[config.mk]
export PLATFORM = sky130hd
export DESIGN_NAME = tl_a_repeater_flat
export DESIGN_NICKNAME = d
export VERILOG_FILES = /design/src/rtl/tl_a_pkg.sv /design/src/rtl/tl_a_repeater_if.sv /design/src/rtl/tl_beat_tracker.sv /design/src/rtl/tl_a_repeater.sv /design/src/flat_wrapper.sv
export SDC_FILE = /design/constraint.sdc
export NUM_CORES = 1
export LEC_CHECK = 0
export CAP_MARGIN = 20
export CORE_UTILIZATION = 48
export CTS_CLUSTER_DIAMETER = 80
export CTS_CLUSTER_SIZE = 28
export DETAILED_ROUTE_END_ITERATION = 6
export GPL_ROUTABILITY_DRIVEN = 0
export PLACE_DENSITY = 0.82
export RECOVER_POWER = 100
export SYNTH_ARGS = -nofsm -noshare
export SYNTH_HDL_FRONTEND = slang
export SYNTH_SLANG_ARGS = --single-unit
export TNS_END_PERCENT = 30
[constraint.sdc]
create_clock -name clock -period 4.85 [get_ports clock]
set_input_delay 0.97 -clock clock [delete_from_list [all_inputs] [get_ports clock]]
set_output_delay 0.97 -clock clock [all_outputs]
set_load 0.05 [all_outputs]
[src/rtl/tl_a_pkg.sv]
// TileLink A-channel types, widths and opcode helpers shared by the repeater slice.
// Latency: n/a (types and pure functions only).
// Backpressure: n/a.
package tl_a_pkg;

    localparam int ADDR_W   = 30;
    localparam int SRC_W    = 5;
    localparam int SIZE_W   = 4;
    localparam int MASK_W   = 4;
    localparam int LOG_MASK = $clog2(MASK_W);

    localparam logic [2:0] OP_PUT_FULL    = 3'd0;
    localparam logic [2:0] OP_PUT_PARTIAL = 3'd1;
    localparam logic [2:0] OP_ARITH       = 3'd2;
    localparam logic [2:0] OP_LOGIC       = 3'd3;
    localparam logic [2:0] OP_GET         = 3'd4;
    localparam logic [2:0] OP_HINT        = 3'd5;
    localparam logic [2:0] OP_ACQUIRE     = 3'd6;

    typedef struct packed {
        logic [2:0]        opcode;
        logic [2:0]        param;
        logic [SIZE_W-1:0] size;
        logic [SRC_W-1:0]  source;
        logic [ADDR_W-1:0] address;
        logic [MASK_W-1:0] mask;
        logic              corrupt;
    } a_beat_t;

    // Puts and atomics carry a data payload; Get/Hint/Acquire are single-beat.
    function automatic logic has_data(input logic [2:0] opcode);
        return (opcode <= OP_LOGIC);
    endfunction

endpackage

[src/rtl/tl_a_repeater_if.sv]
// A-channel valid/ready link carrying one a_beat_t per transfer.
// Latency: n/a (wires only).
// Backpressure: ready driven by the sink, valid/beat by the source.
interface tl_a_if;
    import tl_a_pkg::*;

    logic    valid;
    logic    ready;
    a_beat_t beat;

    modport master (output valid, output beat, input  ready);
    modport slave  (input  valid, input  beat, output ready);

endinterface

[src/rtl/tl_beat_tracker.sv]
// Tracks beat position inside multi-beat A messages on the deq side.
// Latency: deq_first/beat_left update one cycle after each advancing deq fire.
// Backpressure: none; only observes deq_fire, repeated beats do not advance.
// Ports: clock/reset, deq_fire + repeat_en strobes, opcode/size of the current
// deq beat, deq_first (registered position), multi_beat (current message > 1 beat).
module tl_beat_tracker
    import tl_a_pkg::*;
(
    input  logic              clock,
    input  logic              reset,
    input  logic              deq_fire,
    input  logic              repeat_en,
    input  logic [2:0]        opcode,
    input  logic [SIZE_W-1:0] size,
    output logic              deq_first,
    output logic              multi_beat
);

    // Largest message is 2^(2^SIZE_W-1) bytes, so beats-1 needs this many bits.
    localparam int BEAT_W = (1 << SIZE_W) - 1 - LOG_MASK;
    localparam logic [BEAT_W:0] ONE = 1;

    logic [BEAT_W-1:0] beat_left;
    logic [BEAT_W-1:0] beats_m1;
    logic [BEAT_W:0]   span;
    logic [BEAT_W:0]   span_m1;

    always_comb begin
        span     = ONE;
        span_m1  = '0;
        beats_m1 = '0;
        if (has_data(opcode) && (size > SIZE_W'(LOG_MASK))) begin
            span     = ONE << (size - SIZE_W'(LOG_MASK));
            span_m1  = span - ONE;
            beats_m1 = span_m1[BEAT_W-1:0];
        end
    end

    assign multi_beat = (beats_m1 != '0);
    assign deq_first  = (beat_left == '0);

    always_ff @(posedge clock) begin
        if (reset) begin
            beat_left <= '0;
        end else if (deq_fire && !repeat_en) begin
            if (beat_left == '0) begin
                beat_left <= beats_m1;
            end else begin
                beat_left <= beat_left - 1'b1;
            end
        end
    end

endmodule

[src/rtl/tl_a_repeater.sv]
// Single-entry A-channel repeater: bypasses beats, captures one on repeat and re-issues it.
// Latency: zero when empty (combinational bypass); captured beat re-presented from the next cycle.
// Backpressure: enq_ready = deq.ready & ~full, so upstream stalls for the whole repeat window.
// Ports: clock/reset; enq (slave) and deq (master) A links; repeat_en (hold current deq
// beat for re-issue); status full, deq_first, repeat_cnt (saturating captures), err (sticky).
module tl_a_repeater
    import tl_a_pkg::*;
#(
    parameter int CNT_W = 8
) (
    input  logic             clock,
    input  logic             reset,
    tl_a_if.slave            enq,
    tl_a_if.master           deq,
    input  logic             repeat_en,
    output logic             full,
    output logic             deq_first,
    output logic [CNT_W-1:0] repeat_cnt,
    output logic             err
);

    a_beat_t saved;
    logic    enq_fire;
    logic    deq_fire;
    logic    capture;
    logic    multi_beat;

    assign enq.ready = deq.ready & ~full;
    assign deq.valid = enq.valid | full;
    assign deq.beat  = full ? saved : enq.beat;

    assign enq_fire = enq.valid & enq.ready;
    assign deq_fire = deq.valid & deq.ready;
    // enq_fire implies ~full, so capture never overlaps a release.
    assign capture  = enq_fire & repeat_en;

    always_ff @(posedge clock) begin
        if (reset) begin
            full       <= 1'b0;
            saved      <= '0;
            repeat_cnt <= '0;
            err        <= 1'b0;
        end else begin
            if (capture) begin
                full  <= 1'b1;
                saved <= enq.beat;
            end else if (deq_fire && !repeat_en) begin
                full  <= 1'b0;
            end

            if (capture && (repeat_cnt != '1)) begin
                repeat_cnt <= repeat_cnt + CNT_W'(1);
            end

            // Only a lone single-beat message may be repeated.
            if (deq_fire && repeat_en && (multi_beat || !deq_first)) begin
                err <= 1'b1;
            end
        end
    end

    tl_beat_tracker u_beat_tracker (
        .clock      (clock),
        .reset      (reset),
        .deq_fire   (deq_fire),
        .repeat_en  (repeat_en),
        .opcode     (deq.beat.opcode),
        .size       (deq.beat.size),
        .deq_first  (deq_first),
        .multi_beat (multi_beat)
    );

endmodule
[src/flat_wrapper.sv]
// flat-port wrapper written by rule: the top's interface ports become plain ports
module tl_a_repeater_flat import tl_a_pkg::*;
#(
    parameter int CNT_W = 8
)
  (clock, reset, repeat_en, full, deq_first, repeat_cnt, err, enq_valid, enq_beat, enq_ready, deq_valid, deq_beat, deq_ready);
  tl_a_if enq_i ();
  tl_a_if deq_i ();
  input  logic clock;
  input  logic reset;
  input  logic repeat_en;
  output logic full;
  output logic deq_first;
  output logic [CNT_W-1:0] repeat_cnt;
  output logic err;
  input wire logic [$bits(enq_i.valid)-1:0] enq_valid;
  input wire logic [$bits(enq_i.beat)-1:0] enq_beat;
  output wire logic [$bits(enq_i.ready)-1:0] enq_ready;
  output wire logic [$bits(deq_i.valid)-1:0] deq_valid;
  output wire logic [$bits(deq_i.beat)-1:0] deq_beat;
  input wire logic [$bits(deq_i.ready)-1:0] deq_ready;
  assign enq_i.valid = enq_valid;
  assign enq_i.beat = enq_beat;
  assign enq_ready = enq_i.ready;
  assign deq_valid = deq_i.valid;
  assign deq_beat = deq_i.beat;
  assign deq_i.ready = deq_ready;
  tl_a_repeater #(.CNT_W(CNT_W)) u_core (.clock(clock), .reset(reset), .enq(enq_i), .deq(deq_i), .repeat_en(repeat_en), .full(full), .deq_first(deq_first), .repeat_cnt(repeat_cnt), .err(err));
endmodule
## After elaboration in Yosys (flattened, before gate mapping)

Cells that the tools add are included.

| word-level totals | value |
|---|---|
| register bits | 73 |
| input bits | 55 |
| output and inout bits | 63 |
| word-level logic and storage cells | 41 |

| operators by class | value |
|---|---|
| $add $sub $neg | 4 |
| order comparisons | 2 |
| equality and inequality tests | 1 |
| shift-type cells | 1 |
| muxes and demuxes | 5 |
| bitwise gates (word level) | 6 |
| reduce and logical (&&, ||, !) cells | 11 |

Operator list:

| cell | count |
|---|---|
| $mux 50 | 1 |
| $mux 13 | 2 |
| $sub 13x1->13 const B | 2 |
| $logic_not 13->1 | 1 |
| $reduce_bool 13->1 | 1 |
| $shl 1x4->13 const A | 1 |
| $add 8x1->8 const B | 1 |
| $ne 8x8->1 const B | 1 |
| $logic_and 1x1->1 | 5 |
| $and 1x1->1 | 4 |
| $gt 4x2->1 const B | 1 |
| $sub 4x2->4 const B | 1 |
| $le 3x2->1 const B | 1 |
| $logic_not 1->1 | 2 |
| $mux 1 | 2 |
| $reduce_bool 2->1 | 1 |
| $logic_or 1x1->1 | 1 |
| $not 1->1 | 1 |
| $or 1x1->1 | 1 |

## Depth between registers and ports, before layout

| logic depth | value |
|---|---|
| word-level depth | 8 |
| mapped depth | 18 |
| depth with buffers taken out | 11 |

## Cells and area by module

Synthesis repeated with hierarchy kept, for this count alone.

| second synthesis, totals | value |
|---|---|
| cells, all modules | 486 |
| area total of the unflattened synthesis | 4147.7 µm² |

Modules (own cells, without submodules):

| module | times used | cells each | area an instance (µm²) | sequential area each (µm²) |
|---|---|---|---|---|
| tl_a_repeater | 1 | 329 | 2851.5 | 1201.2 |
| tl_beat_tracker | 1 | 157 | 1296.2 | 260.2 |

## Worst setup path after synthesis

No wires, ideal clock.

| timing path | value |
|---|---|
| path type | flip-flop to flip-flop |
| from | reg u_core.full |
| to | reg u_core.u_beat_tracker.beat_left[8] |
| setup time | 95 ps |
| data arrival time | 4132 ps |
| required time | 4755 ps |
| setup slack | 623 ps |
| stages on the path, launching flop included | 18 |
| buffers on the path | 7 |
| clock period less this slack | 4227 ps |
| path through | dfxtp_1 > buf_2 > buf_2 > buf_2 > buf_1 > buf_2 > mux2i_1 > ha_1 > clkbuf_1 > xor2_1 > nand2_1 > a21o_1 > ha_1 > clkbuf_1 > nor2_1 > a21oi_1 > o21a_1 > a221oi_1 |

| between the ends | value |
|---|---|
| longest elaborated chain between the ends | 6 |
| elaborated cells between the ends (all ways) | 12 |
| classes of those cells | add/sub (2); order compare (2); shift (1); mux (3); bitwise (2); reduce/logical (2) |

RTL lines:

| element | RTL line | RTL |
|---|---|---|
| from (decl) | tl_a_repeater.sv:16 | `output logic full,` |
| from (signal assigned) | tl_a_repeater.sv:39 | `full <= 1'b0;` |
| from (signal assigned) | tl_a_repeater.sv:45 | `full <= 1'b1;` |
| from (signal assigned) | tl_a_repeater.sv:48 | `full <= 1'b0;` |
| $mux 50 | tl_a_repeater.sv:30 | `assign deq.beat = full ? saved : enq.beat;` |
| $sub 4x2->4 | tl_beat_tracker.sv:33 | `span = ONE << (size - SIZE_W'(LOG_MASK));` |
| $shl 1x4->13 | tl_beat_tracker.sv:33 |  |
| $sub 13x1->13 | tl_beat_tracker.sv:34 | `span_m1 = span - ONE;` |
| $mux 13 | tl_beat_tracker.sv:32 | `if (has_data(opcode) && (size > SIZE_W'(LOG_MASK))) begin` |
| $mux 13 | tl_beat_tracker.sv:46 | `if (beat_left == '0) begin` |
| to (signal assigned) | tl_beat_tracker.sv:47 | `beat_left <= beats_m1;` |
| to (signal assigned) | tl_beat_tracker.sv:49 | `beat_left <= beat_left - 1'b1;` |
| to (decl) | tl_beat_tracker.sv:23 | `logic [BEAT_W-1:0] beat_left;` |

Parallel ways exist; a longest one is shown, timed or not.
A chain may end at the register's enable or synchronous reset.

## Worst setup path in the final report

| timing path | value |
|---|---|
| from | reg u_core.full |
| to | out deq_beat[28] |

| between the ends | value |
|---|---|
| longest elaborated chain between the ends | 1 |

RTL lines:

| element | RTL line | RTL |
|---|---|---|
| $mux 50 | tl_a_repeater.sv:30 |  |
| to (decl) | flat_wrapper.sv:20 | `output wire logic [$bits(deq_i.beat)-1:0] deq_beat;` |

No other way between the ends.

==> flow_metrics.tcl <==
set metrics [dict create \
    run_status "finished clean" \
    antenna_found_initial 0 \
    drt_iter0_drc 171 \
    synthesis.nets 549 \
    netlist.area_leader.share 0.370 \
    via_count 3904 \
    min_to "u_core.saved[2]$_SDFFE_PP0P_" \
    critical_path.cell_chain "buf_4 > mux2_2 > clkdlybuf4s50_1" \
    num_antenna_cells 0 \
    synth.top_cells.by_area "sky130_fd_sc_hd__dfxtp_1, sky130_fd_sc_hd__mux2_2, sky130_fd_sc_hd__nand2_1" \
    syn-cell-area_sq_um 3950 \
    fp.dieH_um 92.8 \
    number_of_global_route_vias_before_repair 3767 \
    layout.nets 647 \
    average_wire_per_standard_cell_um 15.2 \
    grt_usage 0.250 \
    rrSetupSlack_ns 0.72 \
    timing.fmax_mhz 234 \
    post_route_cells_drive_above_1_share 0.132 \
    cellLeakagePower_uw 0.00191 \
    layout_min_cycle_time_ns 4.28 \
    worstReg2RegEnd "u_core.u_beat_tracker.beat_left[8]$_SDFFE_PP0P_" \
    port-buffer-count 117 \
    num_rows 32 \
    pwr_per_cell_area_nw_per_um2 324 \
    detailedPlacementHpwl_mm 7.37 \
    vias_per_cell 5.62 \
    yosysSeqAreaShare 0.370 \
    cap_viol_max_count 0 \
    yosysWarningCount 0 \
    r2r_start "u_core.full$_SDFFE_PP0P_" \
    final_setup_fails 0 \
    drt_pre_antenna_iters 5 \
    timing_max_transition_violations_final 0 \
    clockBufferDepth 2 \
    final.setup_skew_ns 0.0109 \
    core_area_sq_um 7850 \
    syn_to_final_growth_pct 35.3 \
    critPathArrivalTime_ns 3.31 \
    global_route_wire_length_before_repair_mm 17.4 \
    final_cell_mix "sky130_fd_sc_hd__nand2_1, sky130_fd_sc_hd__clkdlybuf4s50_1, sky130_fd_sc_hd__dfxtp_1" \
    synth_enable_flop_cells 0 \
    layout.cells.most_common "sky130_fd_sc_hd__nand2_1" \
    insertion_delay_ns 0.35 \
    post-cts-setup-buffers 0 \
    clk_pin_slew_ns 0.08 \
    report.power.total_uw 1730 \
    syn_area_per_cell_sq_um 8.07 \
    cts_root_buffer "sky130_fd_sc_hd__clkbuf_8" \
    grt_max_degree 53 \
    worstSetupStartpointType "flip-flop" \
    numClockSinks 73 \
    max-vdd-ir-drop_mv 0.194 \
    worst-path-stages 3 \
    criticalPathCategory "reg -> out" \
    netlist-cell-type-count 58 \
    dieArea_sq_um 8600 \
    synth_ff_type "sky130_fd_sc_hd__dfxtp_1" \
    highest_net_fanout_along_the_worst_path 37 \
    fin_crit_sh 0.883 \
    cts_made_buffers 9 \
    worst_slew_pin_slew_ns 1.45 \
    postRouteWirelength_mm 10.6 \
    critical-path-top-delay-family "flip-flops" \
    initial_core_util 0.504 \
    globalRoute.totalOverflow 0 \
    cts_max_level 3 \
    number_of_endpoints_with_negative_hold_slack_in_the_final_report 0 \
    synth_largest_area_cell "sky130_fd_sc_hd__dfxtp_1" \
    detail_route.drc_violations 0 \
    ports 118 \
    synthCells 490 \
    max-slew-margin-rel 0.0304 \
    hold_start "u_core.saved[2]$_SDFFE_PP0P_" \
    worstPathBufferInverterCount 2 \
    cts_repair_resize_count 0 \
    rsz0062_at_grt "no" \
    die-width_um 92.8 \
    critical_path.endpoint_type "output pin" \
    rr_worst_depth 10 \
    slowest_stage "sky130_fd_sc_hd__dfxtp_1" \
    ys_async_sr_fraction 0 \
    worst_path_largest_cell_delay_ns 1.29 \
    fin_setup_tns_ns 0 \
    timing.critical_path.required_ns 3.88 \
    tritoncts "yes" \
    hold_path_depth 2 \
    holdBufCountCts 0 \
    final_antenna_net_count 0 \
    timing.hold.worst.class "reg -> reg" \
    ys_seq_elements 73 \
]
-- report_power, final --
part	total [uW]	switching, uW	internal [uW]
combinational	547	339	208
sequential	651	26.4	625
clock	534	242	293
total	1730	607	1130
-- Yosys cell counts (4+ instances only) --
cell type	n
sky130_fd_sc_hd__nand2_1	108
sky130_fd_sc_hd__inv_1	13
sky130_fd_sc_hd__o21ai_0	14
sky130_fd_sc_hd__dfxtp_1	73
sky130_fd_sc_hd__buf_1	4
sky130_fd_sc_hd__nor2_1	21
sky130_fd_sc_hd__xnor2_1	9
sky130_fd_sc_hd__mux2i_1	5
sky130_fd_sc_hd__buf_2	6
sky130_fd_sc_hd__nand4_1	5
sky130_fd_sc_hd__nand3_1	15
sky130_fd_sc_hd__nor4_1	4
sky130_fd_sc_hd__clkbuf_1	22
sky130_fd_sc_hd__ha_1	4
sky130_fd_sc_hd__a21oi_1	62
sky130_fd_sc_hd__mux2_2	46
sky130_fd_sc_hd__a31oi_1	6
sky130_fd_sc_hd__nor3_1	13
-- area by class of cell --
cell class / instances / area, sq um
fill: 666 / 2500
timing repair buffer: 122 / 1210
inverter: 13 / 48.8
clock buffer: 10 / 128
tap: 102 / 128
multi-input combinational: 369 / 2280
clock inverter: 6 / 90.1
sequential: 73 / 1460
-- metal layers --
metal | vias up | global-route usage | share of wire
li1 | 1922 | - | -
met3 | 21 | 0.0657 | 0.068
met4 | 0 | 0.0987 | 0.017
met5 | - | 0 | 0
met1 | 1821 | 0.306 | 0.42
met2 | 140 | 0.417 | 0.49
-- kinds of logic (layout without fill, tap and decap cells) --
group	count (synthesis)	in the layout	share of synthesized area
muxes	51	51	0.144
AOI/OAI and AO/OA	113	113	0.171
and+or+nand+nor	189	189	0.222
DFF	73	73	0.370
adders and majority gates	4	4	0.0127
xor gates and xnor gates	12	12	0.0266
buffers and inverters	48	151	0.0541
-- worst max-delay path by stage --
stage / to / from
final: deq_beat[28] / u_core.full$_SDFFE_PP0P_
after global routing: deq_beat[28] / u_core.full$_SDFFE_PP0P_
after CTS: deq_beat[28] / u_core.full$_SDFFE_PP0P_
after detailed placement: u_core.u_beat_tracker.beat_left[8]$_SDFFE_PP0P_ / enq_beat[41]
after global placement: u_core.u_beat_tracker.beat_left[8]$_SDFFE_PP0P_ / enq_beat[41]
after floorplan: u_core.u_beat_tracker.beat_left[8]$_SDFFE_PP0P_ / u_core.full$_SDFFE_PP0P_
-- metrics by stage --
step                      setup WS (ns)  area, sq um  cells  hold slack, ns  utilization
final                             0.570         5350    695           0.454        0.681
after global routing              0.406         5350    695           0.483        0.681
after CTS                          1.07         5340    694           0.457        0.680
after detailed placement          0.721         5120    678           0.446        0.652
after global placement            0.921         5120    678           0.438        0.652
after floorplan                   0.623         3950    490           0.433            -
-- flip-flops by register name (all words and copies together) (netlist names) --
name	flops
u_core.u_beat_tracker.beat_left	13
u_core.full	1
u_core.repeat_cnt	8
u_core.saved	50
u_core.err	1
-- worst register-to-register path: cells and delay by family, from the launching register on --
kind,cells,cell delay [ns]
DFF,1,1.29
AOI/OAI and AO/OA,4,0.74
adders and majority gates,2,0.70
xor gates and xnor gates,1,0.46
muxes,1,0.45
and+or+nand+nor,2,0.39
Note: power is estimated with default switching activity, not from simulation.
